==> src/rtl/sar_pkg.sv <==
// Shared types and constants for the successive-approximation search block.
package sar_pkg;

  localparam int SAR_WIDTH_DEF = 4;

  typedef enum logic [1:0] {
    IDLE  = 2'd0,
    TRY   = 2'd1,
    CHECK = 2'd2,
    DONE  = 2'd3
  } sar_state_e;

  // A valid comparator verdict has exactly one of gt/lt/eq asserted.
  function automatic logic onehot3_f(input logic [2:0] code);
    return (code == 3'b001) || (code == 3'b010) || (code == 3'b100);
  endfunction

endpackage

==> src/rtl/sar_code_chk.sv <==
// Combinational sanity check of the external comparator code {gt, lt, eq}.
module sar_code_chk
  import sar_pkg::*;
(
  input  logic gt,
  input  logic lt,
  input  logic eq,
  output logic onehot_ok
);

  assign onehot_ok = onehot3_f({gt, lt, eq});

endmodule

==> src/rtl/sar_search.sv <==
// Successive-approximation search FSM driving an external magnitude comparator.
// Optional SAR_EARLY_EXIT_EN: finish as soon as the comparator reports equality in TRY.
module sar_search
  import sar_pkg::*;
#(
  parameter int WIDTH = SAR_WIDTH_DEF
) (
  input  logic             clk,
  input  logic             rst,
  input  logic             start,
  input  logic             cmp_gt,
  input  logic             cmp_lt,
  input  logic             cmp_eq,
  output logic [WIDTH-1:0] trial,
  output logic             busy,
  output logic             done,
  output logic [WIDTH-1:0] result,
  output logic             found,
  output logic             cmp_err
);

  localparam int IDX_W = (WIDTH > 1) ? $clog2(WIDTH) : 1;
  localparam logic [IDX_W-1:0] IDX_MAX  = IDX_W'(WIDTH - 1);
  localparam logic [WIDTH-1:0] MSB_ONLY = {1'b1, {(WIDTH-1){1'b0}}};

  sar_state_e       state_r, state_nxt_s;
  logic [WIDTH-1:0] trial_r, trial_nxt_s;
  logic [IDX_W-1:0] idx_r, idx_nxt_s;
  logic [WIDTH-1:0] result_r, result_nxt_s;
  logic             found_r, found_nxt_s;
  logic             err_r, err_nxt_s;
  logic             busy_r, done_r;
  logic             onehot_ok_s;

  sar_code_chk u_code_chk (
    .gt        (cmp_gt),
    .lt        (cmp_lt),
    .eq        (cmp_eq),
    .onehot_ok (onehot_ok_s)
  );

  // Next-state and datapath decisions for the search sequence.
  always_comb begin
    state_nxt_s  = state_r;
    trial_nxt_s  = trial_r;
    idx_nxt_s    = idx_r;
    result_nxt_s = result_r;
    found_nxt_s  = found_r;
    err_nxt_s    = err_r;
    case (state_r)
      IDLE: begin
        if (start) begin
          trial_nxt_s = MSB_ONLY;
          idx_nxt_s   = IDX_MAX;
          found_nxt_s = 1'b0;
          err_nxt_s   = 1'b0;
          state_nxt_s = TRY;
        end else begin
          state_nxt_s = IDLE;
        end
      end
      TRY: begin
        if (!onehot_ok_s) begin
          err_nxt_s    = 1'b1;
          found_nxt_s  = 1'b0;
          result_nxt_s = trial_r;
          state_nxt_s  = DONE;
        end
`ifdef SAR_EARLY_EXIT_EN
        else if (cmp_eq) begin
          found_nxt_s  = 1'b1;
          result_nxt_s = trial_r;
          state_nxt_s  = DONE;
        end
`endif
        else begin
          // Unknown below the trial means the bit under test overshoots.
          if (cmp_lt) begin
            trial_nxt_s[idx_r] = 1'b0;
          end else begin
            trial_nxt_s[idx_r] = trial_r[idx_r];
          end
          if (idx_r != {IDX_W{1'b0}}) begin
            trial_nxt_s[idx_r - IDX_W'(1)] = 1'b1;
            idx_nxt_s   = idx_r - IDX_W'(1);
            state_nxt_s = TRY;
          end else begin
            state_nxt_s = CHECK;
          end
        end
      end
      CHECK: begin
        result_nxt_s = trial_r;
        state_nxt_s  = DONE;
        if (!onehot_ok_s) begin
          err_nxt_s   = 1'b1;
          found_nxt_s = 1'b0;
        end else begin
          found_nxt_s = cmp_eq;
        end
      end
      DONE: begin
        state_nxt_s = IDLE;
      end
      default: begin
        state_nxt_s = IDLE;
      end
    endcase
  end

  // State, datapath and registered status outputs.
  always_ff @(posedge clk) begin
    if (rst) begin
      state_r  <= IDLE;
      trial_r  <= {WIDTH{1'b0}};
      idx_r    <= IDX_MAX;
      result_r <= {WIDTH{1'b0}};
      found_r  <= 1'b0;
      err_r    <= 1'b0;
      busy_r   <= 1'b0;
      done_r   <= 1'b0;
    end else begin
      state_r  <= state_nxt_s;
      trial_r  <= trial_nxt_s;
      idx_r    <= idx_nxt_s;
      result_r <= result_nxt_s;
      found_r  <= found_nxt_s;
      err_r    <= err_nxt_s;
      busy_r   <= (state_nxt_s == TRY) || (state_nxt_s == CHECK);
      done_r   <= (state_nxt_s == DONE);
    end
  end

  assign trial   = trial_r;
  assign busy    = busy_r;
  assign done    = done_r;
  assign result  = result_r;
  assign found   = found_r;
  assign cmp_err = err_r;

endmodule

==> config.mk <==
export PLATFORM = sky130hd
export DESIGN_NAME = sar_search
export DESIGN_NICKNAME = d
export VERILOG_FILES = /design/src/rtl/sar_pkg.sv /design/src/rtl/sar_code_chk.sv /design/src/rtl/sar_search.sv
export SDC_FILE = /design/constraint.sdc
export NUM_CORES = 1
export LEC_CHECK = 0
export ABC_AREA = 1
export CAP_MARGIN = 20
export CORE_MARGIN = 2
export CORE_UTILIZATION = 25
export CTS_CLUSTER_SIZE = 16
export DETAILED_ROUTE_END_ITERATION = 8
export SYNTH_ARGS = -nofsm -noshare
export SYNTH_HDL_FRONTEND = slang
export SYNTH_SLANG_ARGS = --single-unit
export TNS_END_PERCENT = 20
==> constraint.sdc <==
create_clock -name clk -period 1.78 [get_ports clk]
set_clock_uncertainty 0.1 [all_clocks]
set_input_delay 0.267 -clock clk [delete_from_list [all_inputs] [get_ports clk]]
set_output_delay 0.267 -clock clk [all_outputs]
set_load 0.05 [all_outputs]
==> After elaboration in Yosys (flattened, before gate mapping) <==
Index checks and enable logic that the tools add are counted.
W data, S select, Z words.
{ "totals": {"reg_bits": 16} }
{ "op_classes": {"n_addsub": 1, "order_cmp": 4, "eq_ne": 14, "mux": 30, "bitwise_logic": 3, "reduce_logical": 17} }
{ "op_table": {"columns": ["cell", "n"], "rows": [
  ["$mux W4", 7],
  ["$pmux W4 S2", 2],
  ["$mux W2", 5],
  ["$ne A2 B2 Y1 const B", 5],
  ["$reduce_and A3 Y1", 3],
  ["$eq A2 B2 Y1 const B", 4],
  ["$mux W1", 8],
  ["$pmux W2 S4", 1],
  ["$reduce_bool A2 Y1", 4],
  ["$lt A2 B3 Y1 const B", 2],
  ["$and A4 B4 Y4", 1],
  ["$bwmux W4", 1],
  ["$demux W1 S2", 2],
  ["$eq A2 B1 Y1 const B", 2],
  ["$ge A2 B1 Y1 const B", 2],
  ["$not A4 Y4", 1],
  ["$or A4 B4 Y4", 1],
  ["$pmux W2 S2", 1],
  ["$reduce_and A4 Y1", 1],
  ["$eq A3 B1 Y1 const B", 1],
  ["$eq A3 B2 Y1 const B", 1],
  ["$eq A3 B3 Y1 const B", 1],
  ["$logic_or A1 B1 Y1", 3],
  ["$pmux W1 S3", 1],
  ["other kinds (8)", 9]
]} }

==> Logic depth before layout (Yosys ltp) <==
Gate-level depths: netlist of run 1.
{ "depth": {"depth_word": 13, "depth_mapped": 10, "ltp_nobuf": 10} }

==> Modules after synthesis <==
Synthesis of run 1 repeated with hierarchy kept, for this count alone.
{ "unflattened": {"hier_cells": 131, "area_unflattened_um2": 933.4} }
{ "modules_own_cells": {"columns": ["module", "instances", "cells_per_inst", "area_each_um2", "seq_area_each_um2"], "rows": [
  ["sar_search", 1, 123, 900.9, 320.3],
  ["sar_code_chk", 1, 8, 32.5, 0.0]
]} }

==> Worst setup path after synthesis of run 1 <==
OpenSTA, ideal clock, no wires.
{ "synth_path": {"path_type": "reg-to-reg", "start": "register state_r[1]", "end": "register busy_r (netlist: busy)", "setup_ns": 0.109, "arrival_time_ns": 1.382, "required_time_ns": 1.571, "setup_slack_ns": 0.189, "path_stages_with_launch": 11, "path_buffers": 1, "synth_period_minus_slack_ns": 1.591, "cell_sequence": "dfxtp_1 inv_1 ha_1 buf_6 inv_6 o21ai_4 nor2_2 a41oi_2 ha_1 inv_1 nor2_1"} }
{ "synth_via": {"elab_chain_len": 4} }
{ "synth_lines": {"columns": ["item", "line_no", "rtl"], "rows": [
  ["start, declared", "sar_search.sv:26", "sar_state_e state_r, state_nxt_s;"],
  ["start signal, assigned", "sar_search.sv:123", "state_r <= state_nxt_s;"],
  ["$eq A2 B2 Y1 (tied with other cells)", "sar_search.sv:50", "case (state_r)"],
  ["$pmux W2 S4 *", "sar_search.sv:50", null],
  ["via state_nxt_s[0]", "sar_search.sv:26", null],
  ["$eq A2 B1 Y1 or $eq A2 B2 Y1 (tied branches)", "sar_search.sv:129", "busy_r <= (state_nxt_s == TRY) || (state_nxt_s == CHECK);"],
  ["$logic_or A1 B1 Y1 *", "sar_search.sv:129", null],
  ["end signal, assigned", "sar_search.sv:129", null],
  ["end, declared", "sar_search.sv:32", "logic busy_r, done_r;"]
]} }
Mark *: on every way through the listed nets, which the timed path passes. The rest lies on a longest branch.
A chain may end at the register's enable or synchronous reset.

==> Final worst setup path of run 1 <==
{ "layout_path": {"start": "register state_r[0]", "end": "register busy_r (netlist: busy)"} }
Same word-level chain as after synthesis.

==> results of run 1 <==
final cells by class:
class / count / area [um^2]
fill: 422 / 2350
multi-input combinational: 92 / 608
sequential: 16 / 322
timing repair buffer: 31 / 258
inverter: 23 / 91.3
tap: 48 / 60.1
clock buffer: 4 / 55.1
sequential cells by signal, indices dropped and copies added, names as in the netlist:
register	cells
busy	1
state_r	2
result	4
cmp_err	1
done	1
found	1
idx_r	2
trial	4
cell families after synthesis:
family	count (synthesis)	share of synthesized area, %
simple gates	56	27.8
compound gates	27	18.5
buf+inv	24	10.3
flops	16	32.1
fa+ha+maj	9	11.3
how the worst max path moves through the flow:
stage / end / slack [ns] / depth (start not counted)
2_1_floorplan: busy / 0.19 / 10
4_1_cts: busy / 0.01 / 9
3_5_place_dp: busy / -0.02 / 8
5_1_grt: busy / -0.01 / 9
3_3_place_gp: busy / -0.04 / 8
6_report: busy / 0.11 / 9
cell usage in the layout (no fill, tap or decap), types with 3 or more instances in the layout:
cell             synthesis  routed
buf_4                    0      25
nand2_1                 20      20
nor2_1                  18      17
dfxtp_1                 16      15
inv_1                   16      14
inv_2                    6       8
a21oi_1                  7       7
o21ai_1                  7       7
ha_1                     9       7
clkdlybuf4s50_1          0       5
nand2_2                  4       4
o21ai_0                  4       4
clkbuf_8                 0       4
nand3_2                  3       3
nand3_1                  3       3
metal layers:
metal | share of wire, % | global-route usage [%] | wire length [um] | up-vias
met3 | 5.7 | 3.50 | 125 | 4
met4 | 1.0 | 3.83 | 23 | 0
met5 | 0 | 0 | 0 | -
met1 | 51 | 15.4 | 1120 | 381
li1 | - | - | - | 490
met2 | 42 | 16.5 | 926 | 26
timing repair:
| item | CTS | global route |
|---|---|---|
| resized for setup | 0 | 9 |
| hold buffers | 0 | 0 |
| setup endpoints to repair | 0 | 2 |
| hold endpoints to repair | 0 | 0 |
worst max-delay path, stage by stage (launching register included):
cell     delay [ns]
dfxtp_1        0.34
inv_2          0.11
ha_1           0.19
inv_1          0.08
nor2_2         0.14
nor2_4         0.07
a41oi_2        0.19
ha_1           0.26
inv_1          0.05
nor2_1         0.03
power breakdown:
| group | internal [uW] | leakage (uW) | switching, uW | total, uW |
|---|---|---|---|---|
| Sequential | 405 | 0.000131 | 31.9 | 437 |
| Clock | 196 | 0.0000288 | 134 | 330 |
| Combinational | 223 | 0.000481 | 357 | 581 |
| Total | 825 | 0.000641 | 523 | 1350 |
through the flow:
stage	TNS (ns)	total power [uW]	utilization [%]	worst slack, ns	cell area (um^2)
floorplan	0	831	-	0.189	998
global placement	-0.0369	1000	34.9	-0.0369	1310
detailed placement	-0.0536	1000	34.9	-0.0226	1310
CTS	0	1340	36.3	0.0132	1360
global route	-0.0109	1440	37.2	-0.0109	1390
finish	0	1350	37.2	0.111	1390
==> results.yml, run 1 <==
worst_setup_path:
  crit_start: "state_r[0]"
  r2r_setup_slack_ns: 0.11
  critPathMaxFanout: 4
  arrival_ns: 1.72
  r2r-end: "busy"
  crit_required_ns: 1.83
  path_class: "flip-flop to flip-flop"
  endpoint_kind: "flip-flop"
  rr_worst_depth: 9
  worstReg2RegStart: "state_r[0]"
  cp-start-kind: "flip-flop"
timing:
  fmax_ghz: 0.599
  period_minus_slack_ns: 1.67
  tightest_slew_ns: 0.319
  hold_viol: 0
  setup_viol: 0
  slew_viol_final: 0
  period_share_pct: 93.8
  slew_headroom_pct: 78.7
  whs_ns: 0.383
detailed_routing:
  detail_route.vias_per_cell: 4.21
  drt_wl_total_mm: 2.20
  drc: 0
  drt_iter0_drc: 45
  vias: 901
  wl_per_cell_um: 10.3
  dr.pass1.iters: 4
  ant_nets: 0
logic_synthesis:
  ys.flop_type: "dfxtp_1"
  synth_top_area_cell: "dfxtp_1"
  synth_area_per_cell_um2: 7.56
  synth_seq_area_share_pct: 32.1
  yosys-top-cells-area: "dfxtp_1 32%, ha_1 11%, nand2_1 7.5%"
  ys_seq_elements: 16
  synthArstFlopShare_pct: 0
  synth.most_common_cell: "nand2_1"
  synthCells: 132
  syn_area_um2: 998
  synth_fp_nets: 147
  ys_warn_count: 0
  synthTopCellsByCount: "20 x nand2_1, 18 x nor2_1, 16 x dfxtp_1, 16 x inv_1, 9 x ha_1"
  synth_edf_count: 0
  yosysUniqueCellTypes: 25
  yosysTopAreaCellShare_pct: 32.1
clock_network:
  cts_tree: "built"
  clkTransAtPathRegs_ns: 0.07
  cts_setup_buffers: 0
  cts_buffers: 3
  clock_latency_ns: 0.25
  cts_root_buf: "clkbuf_8"
  htree_levels: 1
  cts_sinks: 16
  cts.path.max_buffers: 2
global_routing:
  antenna_found_initial: 0
  grt_pass1_wl_mm: 3.75
  grt_max_degree: 11
  grt-ovfl-total: 0
  grt_pass1_vias: 831
  track_usage_pct: 11.2
pwr:
  p_per_area_mw_per_mm2: 967
  vdd_ir_drop_max_mv: 0.344
  leakagePower_uw: 0.000641
worst_hold_path:
  hold_path_class: "flip-flop to flip-flop"
  hold_path_end: "result[2]"
  hp-start: "result[2]"
  min_path_cells: 2
place:
  dp_hpwl_mm: 1.71
  place_congestion: 0.782
  dp_cells: 210
  numPortBuffers: 17
die:
  core_mm2: 0.00374
  start_util_pct: 26.7
  dieArea_mm2: 0.00452
  std_cell_rows: 22
  io_pins: 18
  fp.dieH_um: 67.2
  fp.dieW_um: 67.2
job:
  drv_cap: 0
layout:
  nets: 182
  diodes: 0
  instances_no_fill: 214
  area_delta_synth_final_pct: 39.6
  drive_above_1_share_pct: 36.1
outcome:
  status: "finished, final reports clean"
No activity file was read; power rests on OpenSTA's default activity.
==> run 2, diff against run 1 <==
Settings changed: CTS_CLUSTER_SIZE 16 to default.
==> results of run 2 <==
The final DEF is identical to that of run 1; final timing and power are the same.
